File: src/rtl/fc_pkg.sv
// Shared widths and sequencer state encoding for the fully connected layer.
package fc_pkg;
    localparam int DATA_W = 8;
    localparam int ACC_W  = 32;

    typedef enum logic [2:0] {
        IDLE,
        STREAM,
        WAIT_RES,
        EMIT,
        DONE
    } fc_state_t;
endpackage

File: src/rtl/fc_layer_scheduler_dot.sv
// Two-stage signed dot product: registered multiply, then a framed accumulate.
// The result appears two cycles after the eop element is presented.
module vector_dot_product
    import fc_pkg::*;
(
    input  logic                     clk,
    input  logic                     rst_n,
    input  logic                     valid_in,
    input  logic                     sop,
    input  logic                     eop,
    input  logic signed [DATA_W-1:0] data_a,
    input  logic signed [DATA_W-1:0] data_b,
    output logic                     result_valid,
    output logic signed [ACC_W-1:0]  result
);
    localparam int PROD_W = 2 * DATA_W;

    logic                     p_vld_q, p_sop_q, p_eop_q;
    logic signed [PROD_W-1:0] prod_q;
    logic signed [ACC_W-1:0]  acc_q, acc_d;
    logic                     res_vld_q;
    logic signed [ACC_W-1:0]  res_q;

    // sop restarts the sum so no explicit clear cycle is needed between rows
    always_comb acc_d = (p_sop_q ? '0 : acc_q) + ACC_W'(prod_q);

    always_ff @(posedge clk or negedge rst_n) begin
        if (!rst_n) begin
            p_vld_q   <= 1'b0;
            p_sop_q   <= 1'b0;
            p_eop_q   <= 1'b0;
            prod_q    <= '0;
            acc_q     <= '0;
            res_vld_q <= 1'b0;
            res_q     <= '0;
        end else begin
            p_vld_q   <= valid_in;
            res_vld_q <= p_vld_q && p_eop_q;
            if (valid_in) begin
                prod_q  <= data_a * data_b;
                p_sop_q <= sop;
                p_eop_q <= eop;
            end
            if (p_vld_q) acc_q <= acc_d;
            if (p_vld_q && p_eop_q) res_q <= acc_d;
        end
    end

    assign result_valid = res_vld_q;
    assign result       = res_q;
endmodule

File: src/rtl/fc_layer_scheduler.sv
// Fully connected layer sequencer: streams activations and weight rows into the
// dot product, adds bias, optionally applies ReLU and emits one result per neuron.
module fc_layer_scheduler
    import fc_pkg::*;
#(
    parameter int  IN_LEN  = 784,
    parameter int  OUT_LEN = 10,
    parameter bit  RELU    = 1'b1,
    localparam int X_AW = (IN_LEN > 1) ? $clog2(IN_LEN) : 1,
    localparam int W_AW = (IN_LEN * OUT_LEN > 1) ? $clog2(IN_LEN * OUT_LEN) : 1,
    localparam int O_AW = (OUT_LEN > 1) ? $clog2(OUT_LEN) : 1
) (
    input  logic                     clk,
    input  logic                     rst_n,
    input  logic                     start,
    output logic                     busy,
    output logic                     done,
    output logic [X_AW-1:0]          x_addr,
    input  logic signed [DATA_W-1:0] x_data,
    output logic [W_AW-1:0]          w_addr,
    input  logic signed [DATA_W-1:0] w_data,
    output logic [O_AW-1:0]          b_addr,
    input  logic signed [ACC_W-1:0]  b_data,
    output logic                     y_valid,
    output logic [O_AW-1:0]          y_idx,
    output logic signed [ACC_W-1:0]  y_data
);
    fc_state_t               state_q, state_d;
    logic [O_AW-1:0]         n_q, n_d, b_addr_q, b_addr_d;
    logic [X_AW-1:0]         k_q, k_d;
    logic [W_AW-1:0]         w_addr_q, w_addr_d;
    logic                    k_last, n_last, sum_en, in_stream;
    logic                    dp_valid_q, dp_sop_q, dp_eop_q, bias_cap_q;
    logic signed [ACC_W-1:0] bias_q, sum_q;
    logic signed [DATA_W-1:0] dp_a, dp_b;
    logic                    dp_res_valid;
    logic signed [ACC_W-1:0] dp_result;

    assign k_last    = (k_q == X_AW'(IN_LEN - 1));
    assign n_last    = (n_q == O_AW'(OUT_LEN - 1));
    assign in_stream = (state_q == STREAM);

    always_comb begin
        state_d  = state_q;
        n_d      = n_q;
        k_d      = k_q;
        w_addr_d = w_addr_q;
        b_addr_d = b_addr_q;
        sum_en   = 1'b0;
        unique case (state_q)
            IDLE: if (start) begin
                n_d      = '0;
                k_d      = '0;
                w_addr_d = '0;
                b_addr_d = '0;
                state_d  = STREAM;
            end
            STREAM: if (k_last) begin
                state_d = WAIT_RES;
            end else begin
                k_d      = k_q + 1'b1;
                w_addr_d = w_addr_q + 1'b1;
            end
            WAIT_RES: if (dp_res_valid) begin
                sum_en  = 1'b1;
                state_d = EMIT;
            end
            // weight address is row-major, so the next row starts one past the last
            EMIT: if (n_last) begin
                state_d = DONE;
            end else begin
                n_d      = n_q + 1'b1;
                b_addr_d = n_q + 1'b1;
                k_d      = '0;
                w_addr_d = w_addr_q + 1'b1;
                state_d  = STREAM;
            end
            DONE:    state_d = IDLE;
            default: state_d = IDLE;
        endcase
    end

    always_ff @(posedge clk or negedge rst_n) begin
        if (!rst_n) begin
            state_q    <= IDLE;
            n_q        <= '0;
            k_q        <= '0;
            w_addr_q   <= '0;
            b_addr_q   <= '0;
            dp_valid_q <= 1'b0;
            dp_sop_q   <= 1'b0;
            dp_eop_q   <= 1'b0;
            bias_cap_q <= 1'b0;
            bias_q     <= '0;
            sum_q      <= '0;
        end else begin
            state_q    <= state_d;
            n_q        <= n_d;
            k_q        <= k_d;
            w_addr_q   <= w_addr_d;
            b_addr_q   <= b_addr_d;
            // memory read data lags the address by one cycle; framing follows it
            dp_valid_q <= in_stream;
            dp_sop_q   <= in_stream && (k_q == '0);
            dp_eop_q   <= in_stream && k_last;
            bias_cap_q <= in_stream && (k_q == '0);
            if (bias_cap_q) bias_q <= b_data;
            if (sum_en)     sum_q  <= dp_result + bias_q;
        end
    end

    assign dp_a = dp_valid_q ? x_data : '0;
    assign dp_b = dp_valid_q ? w_data : '0;

    vector_dot_product u_dot (
        .clk          (clk),
        .rst_n        (rst_n),
        .valid_in     (dp_valid_q),
        .sop          (dp_sop_q),
        .eop          (dp_eop_q),
        .data_a       (dp_a),
        .data_b       (dp_b),
        .result_valid (dp_res_valid),
        .result       (dp_result)
    );

    assign busy    = (state_q != IDLE);
    assign done    = (state_q == DONE);
    assign x_addr  = k_q;
    assign w_addr  = w_addr_q;
    assign b_addr  = b_addr_q;
    assign y_valid = (state_q == EMIT);
    assign y_idx   = y_valid ? n_q : '0;
    assign y_data  = (!y_valid || (RELU && sum_q < 0)) ? '0 : sum_q;
endmodule

File: config.mk
export PLATFORM = sky130hd
export DESIGN_NAME = fc_layer_scheduler
export DESIGN_NICKNAME = d
export VERILOG_FILES = /design/src/rtl/fc_pkg.sv /design/src/rtl/fc_layer_scheduler_dot.sv /design/src/rtl/fc_layer_scheduler.sv
export SDC_FILE = /design/constraint.sdc
export NUM_CORES = 1
export LEC_CHECK = 0
export ABC_CLOCK_PERIOD_IN_PS = 5000
export BUFFER_PORTS_ARGS = -buffer_cell sky130_fd_sc_hd__buf_2
export CORE_MARGIN = 1.5
export CORE_UTILIZATION = 55
export DETAILED_ROUTE_END_ITERATION = 10
export GPL_TIMING_DRIVEN = 0
export PLACE_DENSITY_LB_ADDON = 0.3
export REMOVE_ABC_BUFFERS = 1
export SKIP_LAST_GASP = 1
export SYNTH_ARGS = -nofsm -noshare
export SYNTH_HDL_FRONTEND = slang
export SYNTH_SLANG_ARGS = --single-unit
File: constraint.sdc
create_clock -name clk -period 5 [get_ports clk]
set_clock_uncertainty 0.2 [all_clocks]
set_input_delay 1 -clock clk [delete_from_list [all_inputs] [get_ports clk]]
set_output_delay 1 -clock clk [all_outputs]
set_load 0.02 [all_outputs]
==> metrics.md <==
| Metric | Value |
|---|---|
| Outcome | `finished with violations` |
| Violated checks | `setup timing` |
| Leak | `7.592 nW` |
| Count leader, synth | `dfrtp_1` |
| Main area contributors after synthesis | `dfrtp_1, ha_1, fa_1` |
| Final net count | `1682` |
| Post-synth top flop | `dfrtp_1` |
| Die height | `158.0 µm` |
| Post-synthesis mux area share | `8.196%` |
| Crit path DAT | `5.19 ns` |
| CP endpoint kind | `register` |
| Final Hold Slack | `0.2645 ns` |
| Crit path to | `u_dot.prod_q[13]` |
| Largest family of logic cells by synthesized area | `adder cells` |
| Netlist cell types | `74` |
| CTS tree | `yes` |
| Largest net degree at the start of global routing | `125` |
| Xor/xnor share of the synthesized area | `4.770%` |
| CP Depth | `20` |
| Gpl congestion | `0.8757` |
| Max_cap viols | `0` |
| Slew margin rel. | `15.62%` |
| Period utilisation layout | `101.5%` |
| Number of placement rows | `56` |
| Worst-margin pin slew | `1.266 ns` |
| TritonRoute pass-1 iters | `5` |
| Core footprint | `23540 µm²` |
| # H-tree levels | `4` |
| Post-synth ARST share | `100.0%` |
| R2r worst-path depth | `20` |
| Mapped Cells | `1369` |
| Crit path max-delay family | `adder cells` |
| Reg-to-reg critical path endpoint | `u_dot.prod_q[13]` |
| DIE AREA | `24980 µm²` |
| Cell Area, Synth | `13220 µm²` |
| Util after Layout | `64.69%` |
| Power Total | `9.129 mW` |
| Initial antenna violation count | `0` |
| DRC Markers | `0` |
| Via count | `10093` |
| Simple logic cell fraction of the synthesized area | `16.62%` |
| Die width | `158.0 µm` |
| Flops & latches, synth | `181` |
| Hold WC Path Type | `reg2reg` |
| Crit path cell chain | `buf_8 -> nand2_8 -> or2_4 -> fa_1 -> fa_1 -> inv_2 -> fa_1 -> inv_2 -> fa_1 -> inv_2 -> ha_4 -> inv_1 -> o21ai_2 -> a21oi_2 -> nand2b_4 -> a21boi_2 -> o31a_1 -> nor2_1 -> xnor2_1 -> mux2_2` |
| Vias in the first global route | `9646` |
| Crit path time final | `5.073 ns` |
| RSZ-0062 raised after global routing | `yes` |
| Initial DRC count | `632` |
| Worst setup margin | `-0.07282 ns` |
| Initial Util | `56.15%` |
| CP Class | `in2reg` |
| Yosys Warn Count | `0` |
| Vias per cell | `5.573` |
| Worst Path Required | `5.12 ns` |
| Slowest-stage cell, CP | `fa_1` |
| Synth Area in Compound Gates | `13.51%` |
| Seq/Total Area, Yosys | `34.26%` |
| Share of cells above drive strength 1 | `21.66%` |
| Routed WL per cell | `15.77 µm` |
| Final wirelength | `28.55 mm` |
| Setup slack, reg-to-reg | `-0.06 ns` |
| Final ANT Viol Nets | `0` |
| Most used cell, CP | `fa_1` |
| Fin. Hold Viols | `0` |
| Synth top area share | `34.26%` |
| Global-route wire length before repair | `47.09 mm` |
| Gr ovfl total | `0` |
| CTS max path bufs | `2` |
| Pre-CTS WS | `-1.081 ns` |
| Max Slew Vio Count | `0` |
| Syn-to-layout area delta | `15.20%` |
| Worst-path clk slew | `0.07 ns` |
| Max VDD drop | `0.3223 mV` |
| Synth top cells by count | `dfrtp_1, inv_1, nand2_1` |
| Num CTS Buffers | `17` |
| Clk_lat worst skew | `0.44 ns` |
| WP buf/inv | `5` |
| Slowest cell delay on critical path | `0.58 ns` |
| CP Max Fanout | `3` |
| Fmax | `0.1971 GHz` |
| Worst Setup SP | `w_data[7]` |
| Worst reg2reg path startpoint | `dp_valid_q` |
| Buffers on Ports | `115` |
| Dominant cell type by area after synthesis | `dfrtp_1` |
| EDFF count, synth | `0` |
| Power Density | `599.4 nW/µm²` |
| Synth Area in Adders | `17.72%` |
| Dpl hpwl | `20.02 mm` |
| IO Count | `117` |
| CTS sink count | `181` |
| GRT Overall Usage | `23.54%` |
| Final setup vio count | `3` |
| Root buffer cell | `clkbuf_16` |
| Syn_area_per_cell | `9.657 µm²` |
| Startpoint Class | `primary input` |
| Final TNS setup | `-0.1663 ns` |
## per-stage QoR
step / instance area [µm²] / std cells
floorplan: 13020 / 1318
global placement: 14000 / 1752
detailed placement: 14080 / 1755
CTS: 14960 / 1800
global route: 15230 / 1810
finish: 15230 / 1811
## power breakdown
part	leakage (nW)	switching [mW]	internal, mW
registers	2.30	0.342	1.91
clock network	0.299	0.589	0.845
logic	4.99	2.84	2.60
## state kept, by name (all words and copies together) (netlist names)
register,flops
sum_q,32
u_dot.acc_q,32
u_dot.prod_q,16
w_addr,13
u_dot.p_eop_q,1
u_dot.result,32
u_dot.p_sop_q,1
bias_q,32
state_q,3
dp_valid_q,1
x_addr,10
u_dot.p_vld_q,1
b_addr,4
bias_cap_q,1
dp_eop_q,1
u_dot.result_valid,1
## layer usage
layer	vias to the layer above	GRT usage, %	part of all wire (%)
li1	4982	-	-
met1	4871	33.07	49
met2	209	37.84	46
met3	31	3.668	3.4
met4	0	6.631	1.5
met5	-	0	0
## logic make-up (layout without fill, tap and decap cells)
group	after synthesis	count (layout)
mux	97	97
compound gates	267	267
fa+ha+maj	153	153
xor+xnor	72	72
buf+inv	171	293
flops	181	181
other cells	1	2
simple gates	427	427
## worst min-delay path by stage
stage | end | start | slack, ns | cells past startpoint
finish | sum_q[21] | sum_q[21] | 0.26 | 2
global route | sum_q[21] | sum_q[21] | 0.29 | 2
CTS | sum_q[21] | sum_q[21] | 0.27 | 2
detailed placement | sum_q[21] | sum_q[21] | 0.26 | 2
global placement | sum_q[21] | sum_q[21] | 0.24 | 2
floorplan | sum_q[21] | sum_q[21] | 0.23 | 2
## final cells by class
cell class / instances / area, µm²
fillers: 1875 / 8313
multi-input cells: 1017 / 8277
flip-flops and latches: 181 / 4533
repair buffers: 141 / 942.2
inverters: 120 / 450.4
clock buffers: 19 / 432.9
well taps: 319 / 399.1
clock inverters: 13 / 192.7
diodes: 1 / 2.502
## repair_timing
item	4_1_cts	5_1_grt
cloned	1	2
gates resized for setup	43	29
pin swaps	20	25
hold buffers	0	0
buffers inserted	12	11
endpoints found under the setup margin	6	4
## placed cells by master (no fill, tap or decap), drive strengths merged, types with 6 or more instances in the layout
master,n
o21bai,9
o21a,10
and2,33
nand4,11
nor3,14
inv,125
fa,57
nand2,99
o21ai,85
clkbuf,21
a31oi,16
nor2,79
nand3,39
dfrtp,181
a21o,26
xor2,27
mux2,90
a21boi,10
nand2b,16
a21oi,50
o211ai,8
buf,138
mux2i,7
ha,96
and3,65
xnor2,45
nor2b,41
o31ai,12
or3,6
## worst register-to-register path, delay by kind of cell, from the launching register on
family | cells | cell delay (ns)
buffers and inverters | 5 | 0.43
adder cells (fa/ha/maj) | 5 | 2.29
flip-flops | 1 | 0.46
AND/OR/NAND/NOR | 4 | 0.64
AO/OA/AOI/OAI | 4 | 0.59
XOR/XNOR | 1 | 0.09
multiplexers | 1 | 0.26
Note: power is estimated with default switching activity, not from simulation.
